$ cat src/rtl/div8_seq.sv
// rtl/div8_seq.sv - sequential restoring divider, 2N-bit dividend by N-bit divisor
module div8_seq #(
    parameter int N = 8
) (
    input  logic           clk,
    input  logic           rst,
    input  logic           in_valid,
    output logic           in_ready,
    input  logic [2*N-1:0] dividend,
    input  logic [N-1:0]   divisor,
    output logic           out_valid,
    input  logic           out_ready,
    output logic [N-1:0]   quotient,
    output logic [N-1:0]   remainder,
    output logic           dbz,
    output logic           ovf
);

    // Step counter width; a 1-bit counter keeps the degenerate N=1 case legal.
    localparam int CW = (N > 1) ? $clog2(N) : 1;
    localparam logic [CW-1:0] LAST_STEP = CW'(N - 1);

    localparam logic [1:0] IDLE = 2'd0;
    localparam logic [1:0] BUSY = 2'd1;
    localparam logic [1:0] DONE = 2'd2;

    logic [1:0]    state_q, state_d;
    logic [CW-1:0] cnt_q, cnt_d;
    logic [N-1:0]  rem_q, rem_d;       // partial remainder
    logic [N-1:0]  low_q, low_d;       // dividend low bits out, quotient bits in
    logic [N-1:0]  dvsr_q, dvsr_d;     // latched divisor
    logic [N-1:0]  quot_q, quot_d;
    logic [N-1:0]  remo_q, remo_d;
    logic          dbz_q, dbz_d;
    logic          ovf_q, ovf_d;
    logic          vld_q, vld_d;

    logic [N:0]    step_t;
    logic          step_qbit;
    logic [N-1:0]  step_rem;

    assign in_ready  = (state_q == IDLE) & ~rst;
    assign out_valid = vld_q;
    assign quotient  = quot_q;
    assign remainder = remo_q;
    assign dbz       = dbz_q;
    assign ovf       = ovf_q;

    // One restoring step. The partial remainder is always below the divisor,
    // so when t >= divisor the difference fits in N bits and the carry bit
    // can be dropped before subtracting.
    always_comb begin
        step_t    = {rem_q, low_q[N-1]};
        step_qbit = (step_t >= {1'b0, dvsr_q});
        step_rem  = step_qbit ? (step_t[N-1:0] - dvsr_q) : step_t[N-1:0];
    end

    // Next-state and datapath control for IDLE/BUSY/DONE.
    always_comb begin
        state_d = state_q;
        cnt_d   = cnt_q;
        rem_d   = rem_q;
        low_d   = low_q;
        dvsr_d  = dvsr_q;
        quot_d  = quot_q;
        remo_d  = remo_q;
        dbz_d   = dbz_q;
        ovf_d   = ovf_q;
        vld_d   = vld_q;
        case (state_q)
            IDLE: begin
                if (in_valid) begin
                    dvsr_d = divisor;
                    if (divisor == '0) begin
                        state_d = DONE;
                        quot_d  = '1;
                        remo_d  = dividend[N-1:0];
                        dbz_d   = 1'b1;
                        ovf_d   = 1'b0;
                        vld_d   = 1'b1;
                    end else if (dividend[2*N-1:N] >= divisor) begin
                        state_d = DONE;
                        quot_d  = '1;
                        remo_d  = '0;
                        dbz_d   = 1'b0;
                        ovf_d   = 1'b1;
                        vld_d   = 1'b1;
                    end else begin
                        state_d = BUSY;
                        rem_d   = dividend[2*N-1:N];
                        low_d   = dividend[N-1:0];
                        cnt_d   = '0;
                    end
                end
            end
            BUSY: begin
                rem_d = step_rem;
                low_d = {low_q[N-2:0], step_qbit};
                cnt_d = cnt_q + 1'b1;
                if (cnt_q == LAST_STEP) begin
                    state_d = DONE;
                    cnt_d   = '0;
                    quot_d  = {low_q[N-2:0], step_qbit};
                    remo_d  = step_rem;
                    dbz_d   = 1'b0;
                    ovf_d   = 1'b0;
                    vld_d   = 1'b1;
                end
            end
            DONE: begin
                if (out_ready) begin
                    state_d = IDLE;
                    vld_d   = 1'b0;
                end
            end
            default: begin
                state_d = IDLE;
                vld_d   = 1'b0;
            end
        endcase
    end

    // State registers; reset abandons any operation in flight.
    always_ff @(posedge clk or posedge rst) begin
        if (rst) begin
            state_q <= IDLE;
            cnt_q   <= '0;
            rem_q   <= '0;
            low_q   <= '0;
            dvsr_q  <= '0;
            quot_q  <= '0;
            remo_q  <= '0;
            dbz_q   <= 1'b0;
            ovf_q   <= 1'b0;
            vld_q   <= 1'b0;
        end else begin
            state_q <= state_d;
            cnt_q   <= cnt_d;
            rem_q   <= rem_d;
            low_q   <= low_d;
            dvsr_q  <= dvsr_d;
            quot_q  <= quot_d;
            remo_q  <= remo_d;
            dbz_q   <= dbz_d;
            ovf_q   <= ovf_d;
            vld_q   <= vld_d;
        end
    end

endmodule

$ cat config.mk
export PLATFORM = sky130hd
export DESIGN_NAME = div8_seq
export DESIGN_NICKNAME = d
export VERILOG_FILES = /design/src/rtl/div8_seq.sv
export SDC_FILE = /design/constraint.sdc
export NUM_CORES = 1
export LEC_CHECK = 0
export BUFFER_PORTS_ARGS = -buffer_cell sky130_fd_sc_hd__buf_2
export CAP_MARGIN = 0
export CORE_MARGIN = 4
export CORE_UTILIZATION = 30
export DETAILED_ROUTE_END_ITERATION = 16
export GPL_TIMING_DRIVEN = 0
export PLACE_DENSITY = 0.51
export SYNTH_ARGS = -nofsm -noshare
export SYNTH_HDL_FRONTEND = slang
export SYNTH_SLANG_ARGS = --single-unit
export TNS_END_PERCENT = 5
$ cat constraint.sdc
create_clock -name clk -period 5.6 [get_ports clk]
set_input_delay 1.4 -clock clk [delete_from_list [all_inputs] [get_ports clk]]
set_output_delay 1.4 -clock clk [all_outputs]
set_load 0.01 [all_outputs]
; Yosys cells after proc, flatten, opt, wreduce, memory -nomap -nowiden
; Cells that the tools add are included.
[totals]
reg_bits = 48
out_inout_bits = 20
word_cells = 77
[classes]
add_sub_neg = 2
magnitude_cmp = 2
n_eq_ne = 9
muxes = 44
bitwise_logic = 2
n_reduce_logical = 8
[ops]
columns = op, count
row1 = $mux 8, 15
row2 = $pmux 8 s2, 4
row3 = $mux 3, 4
row4 = $reduce_and 4->1, 3
row5 = $mux 1, 11
row6 = $mux 2, 5
row7 = $ne 2x2->1 const B, 5
row8 = $ge 9x8->1, 1
row9 = $ge 8x8->1, 1
row10 = $logic_not 8->1, 1
row11 = $sub 8x8->8, 1
row12 = $pmux 2 s3, 1
row13 = $pmux 3 s2, 1
row14 = $pmux 1 s2, 2
row15 = $add 3x1->3 const B, 1
row16 = $eq 3x3->1 const B, 1
row17 = $ne 3x1->1 const B, 1
row18 = $pmux 1 s3, 1
row19 = $reduce_and 3->1, 1
row20 = $eq 2x1->1 const B, 1
row21 = $eq 2x2->1 const B, 1
row22 = $logic_not 2->1, 1
row23 = $reduce_and 2->1, 1
row24 = $reduce_bool 2->1, 1
row25 = 2 further kinds, 2

; Longest topological paths before layout
[logic_depth]
word_depth = 5
depth_mapped = 9
depth_no_buf = 9

; Worst setup path before layout
; Ideal clock, no wire load.
[synth_path]
path_type = input -> register
startpoint = input port dividend[8]
endpoint = register rem_q[6]
setup_time_ns = 0.137
arrival_time_ns = 3.043
t_required_ns = 5.463
path_slack_ns = 2.419
cell_stages = 8
path_cell_list = inv_1 -> ha_1 -> nand2b_4 -> a2111oi_4 -> o211ai_2 -> o31ai_4 -> buf_6 -> o221ai_1
[synth_via]
elab_chain_len = 3
[synth_rtl]
columns = element, line_no
row1 = start: declaration, 9  ; input logic [2*N-1:0] dividend,
row2 = $ge 8x8->1, 81  ; end else if (dividend[2*N-1:N] >= divisor) begin
row3 = $ne 2x2->1 (no line), --
row4 = $reduce_and 4->1 (no line), --
row5 = end signal: assignment, 139  ; rem_q <= rem_d;
row6 = end: declaration, 29  ; logic [N-1:0] rem_q, rem_d;
; Every way passes these cells.
; A chain may end at the register's enable or synchronous reset.

; Worst setup path after layout
[layout_path]
startpoint = input port dividend[8]
endpoint = register rem_q[5]
; The elaborated chain is that of the path after synthesis.

==> results.toml <==
[setup_path]
startpoint_type = "input pin"
r2r-start = "rem_q[5]"
cp-end-kind = "flop"
r2r_end = "remainder[6]"
critPathArrivalTime_ns = 3.56
cp_max_fo = 10
r2r_cells = 7
required_ns = 5.84
reg2reg_slack_ns = 3.05
criticalPathCategory = "input pin to flop"

[sta]
tns_ns = 0
period_needed_ns = 3.32
setup_viol = 0
final-hold-violation-count = 0
min_period_over_period = 0.593
slew_viol_final = 0
fmax_ghz = 0.301
worst_slack_ns = 2.28
rsz0062_at_grt = "no"
max_slew.worst_pin.slew_ns = 0.946
max_slew_margin = 0.364
fin_worst_skew_ns = 0.0117

[drt]
wl_met1_um = 4180
postRouteAntennaNets = 0
wl_met3_um = 387
via_count = 2529
drc = 0
drt-initial-drc-count = 122
met2_length_um = 3510
wirelength_um = 8130
first_pass_iters = 5
highest_layer = "met4"
wl_per_cell_um = 15.9
vias_per_cell = 4.96

[clocking]
clock-sinks = 48
cts_tree = "built"
clk_path_buf_depth = 2
cts.htree.levels = 2
cts.root.buffer_cell = "clkbuf_8"
clock_latency_ns = 0.31
cts_setup_buffers = 0
postCtsHoldBufs = 0
cts.repair.resized = 0
cts.clk_slew.worst_paths_ns = 0.10
cts_buffers = 5

[synthesis]
synth.area.top_cells = "dfrtp_1 40%, ha_1 7.6%, nand2_1 5.3%"
synth_top_area_share = 0.404
async_flop_share = 1.00
synth_top_cell_by_area = "dfrtp_1"
syn_avg_cell_area_um2 = 9.26
synth_edf_count = 0
synth.yosys.warnings = 0
seq_area_frac_synth = 0.404
synth_fp_nets = 368
synth_cell_types = 57
syn_inst = 321
synth_area_um2 = 2970
synthFlopType = "dfrtp_1"
ys_ff_latch = 48

[die]
rows = 36
fp.dieArea_um2 = 11600
start_util = 0.306
dieWidth_um = 108
core-area_um2 = 9730
ioPinCount = 48
die_h_um = 108

[hold_path]
holdPathStages = 1
min_to = "out_valid"
min_path_type = "flop to flop"
hold_start = "out_valid"

[outcome]
status = "finished, final reports clean"

[placement]
placed_area_um2 = 3390
globalplace.congestion = 0.874
place_worst_setup_slack_ns = 1.93
hpwlAfterDp_um = 6340
port_buffers = 47

[grt]
grt_pass1_vias = 2499
track_usage = 0.147
antenna_found_initial = 0
globalRoute.totalOverflow = 0
grt_max_degree = 34
grt_pass1_wl_um = 13400

[finish]
fin_util = 0.359
multi_input_area_um2 = 1590
syn_to_final_growth_pct = 17.5
drive_above_1_share = 0.260
final_cell_area_um2 = 3490
antennaDiodeCount = 0
seqCellArea_um2 = 1200
fillCellCount = 1048
layout.nets = 423

[power_and_ir_drop]
vdd_drop_max_uv = 227
power_w = 0.00229
powerDensity_nw_per_um2 = 657
power.leakage_nw = 1.55

[run]
cap_violations = 0
[flip-flops by register name, indices dropped and copies added (netlist names)]
register   count
dvsr_q         8
remainder      8
rem_q          8
state_q        2
ovf            1
out_valid      1
low_q          8
quotient       8
cnt_q          3
dbz            1
[layout make-up]
cell class                 instances  area share
timing repair buffer              48      0.0731
inverter                          24      0.0258
clock buffer                       6      0.0236
sequential                        48       0.344
multi-input combinational        234       0.456
tap                              133      0.0477
clock inverter                     2     0.00430
buffer                            15      0.0251
[worst max-delay path by stage]
| stage | end | cells past startpoint | slack, ns | startpoint |
|---|---|---|---|---|
| after floorplan | rem_q[6] | 8 | 2.42 | dividend[8] |
| after global placement | rem_q[6] | 9 | 1.96 | dividend[8] |
| after detailed placement | low_q[6] | 10 | 1.93 | dividend[8] |
| after CTS | rem_q[5] | 10 | 2.23 | dividend[8] |
| after global routing | rem_q[5] | 10 | 2.11 | divisor[6] |
| final | rem_q[5] | 10 | 2.28 | dividend[8] |
[synthesized netlist by cell type, types with 4 or more instances]
cell,number
nor3_1,8
nor2_2,7
nand2_1,42
ha_1,18
a31oi_2,7
inv_1,24
buf_2,7
a21o_1,5
a21oi_1,18
mux2_2,5
a31oi_1,6
clkbuf_1,4
o21a_1,6
o21ai_0,14
dfrtp_1,48
nor2_1,28
o22ai_1,4
nand3_1,11
[where the power goes]
| group | internal, W | switching, W | leakage (nW) |
|---|---|---|---|
| sequential | 0.000509 | 0.000106 | 0.555 |
| clock | 0.000100 | 0.000126 | 0.0434 |
| combinational | 0.000592 | 0.000860 | 0.956 |
[routing by layer]
| layer | GRT usage | up-vias |
|---|---|---|
| met5 | 0 | - |
| met4 | 0.0243 | 0 |
| met3 | 0.0252 | 5 |
| met2 | 0.220 | 57 |
| met1 | 0.223 | 1210 |
| li1 | - | 1257 |
[metrics by stage]
step                cells  hold WS, ns
floorplan             321        0.472
global placement      501        0.460
detailed placement    502        0.467
CTS                   510        0.490
global route          510        0.519
finish                510        0.485
[worst max-delay path, cell delays in order]
cell,delay [ns]
buf_2,0.11
inv_1,0.05
ha_1,0.28
nand2b_4,0.15
a2111oi_4,0.39
o211ai_2,0.22
o31ai_4,0.52
buf_6,0.26
nand3_1,0.09
nand3_1,0.10
[placed cells by master (no fill, tap or decap), types with 4 or more instances in the layout]
cell type	instances
o22ai_1	4
dfrtp_1	48
nor2_1	28
o21a_1	6
inv_1	23
mux2_2	5
o21ai_0	14
a21o_1	5
a21oi_1	18
clkbuf_8	6
nor3_1	8
nand3_1	11
a31oi_2	7
ha_1	18
nand2_1	42
a31oi_1	6
nor2_2	7
buf_2	54
clkbuf_1	4
[cells by family after synthesis]
logic type / synth area share
and+or+nand+nor: 0.169
buffers and inverters: 0.0598
muxes: 0.0257
adders and majority gates: 0.0825
DFF: 0.404
xor gates and xnor gates: 0.00295
AOI/OAI and AO/OA: 0.256
(Power assumes the default switching activity.)
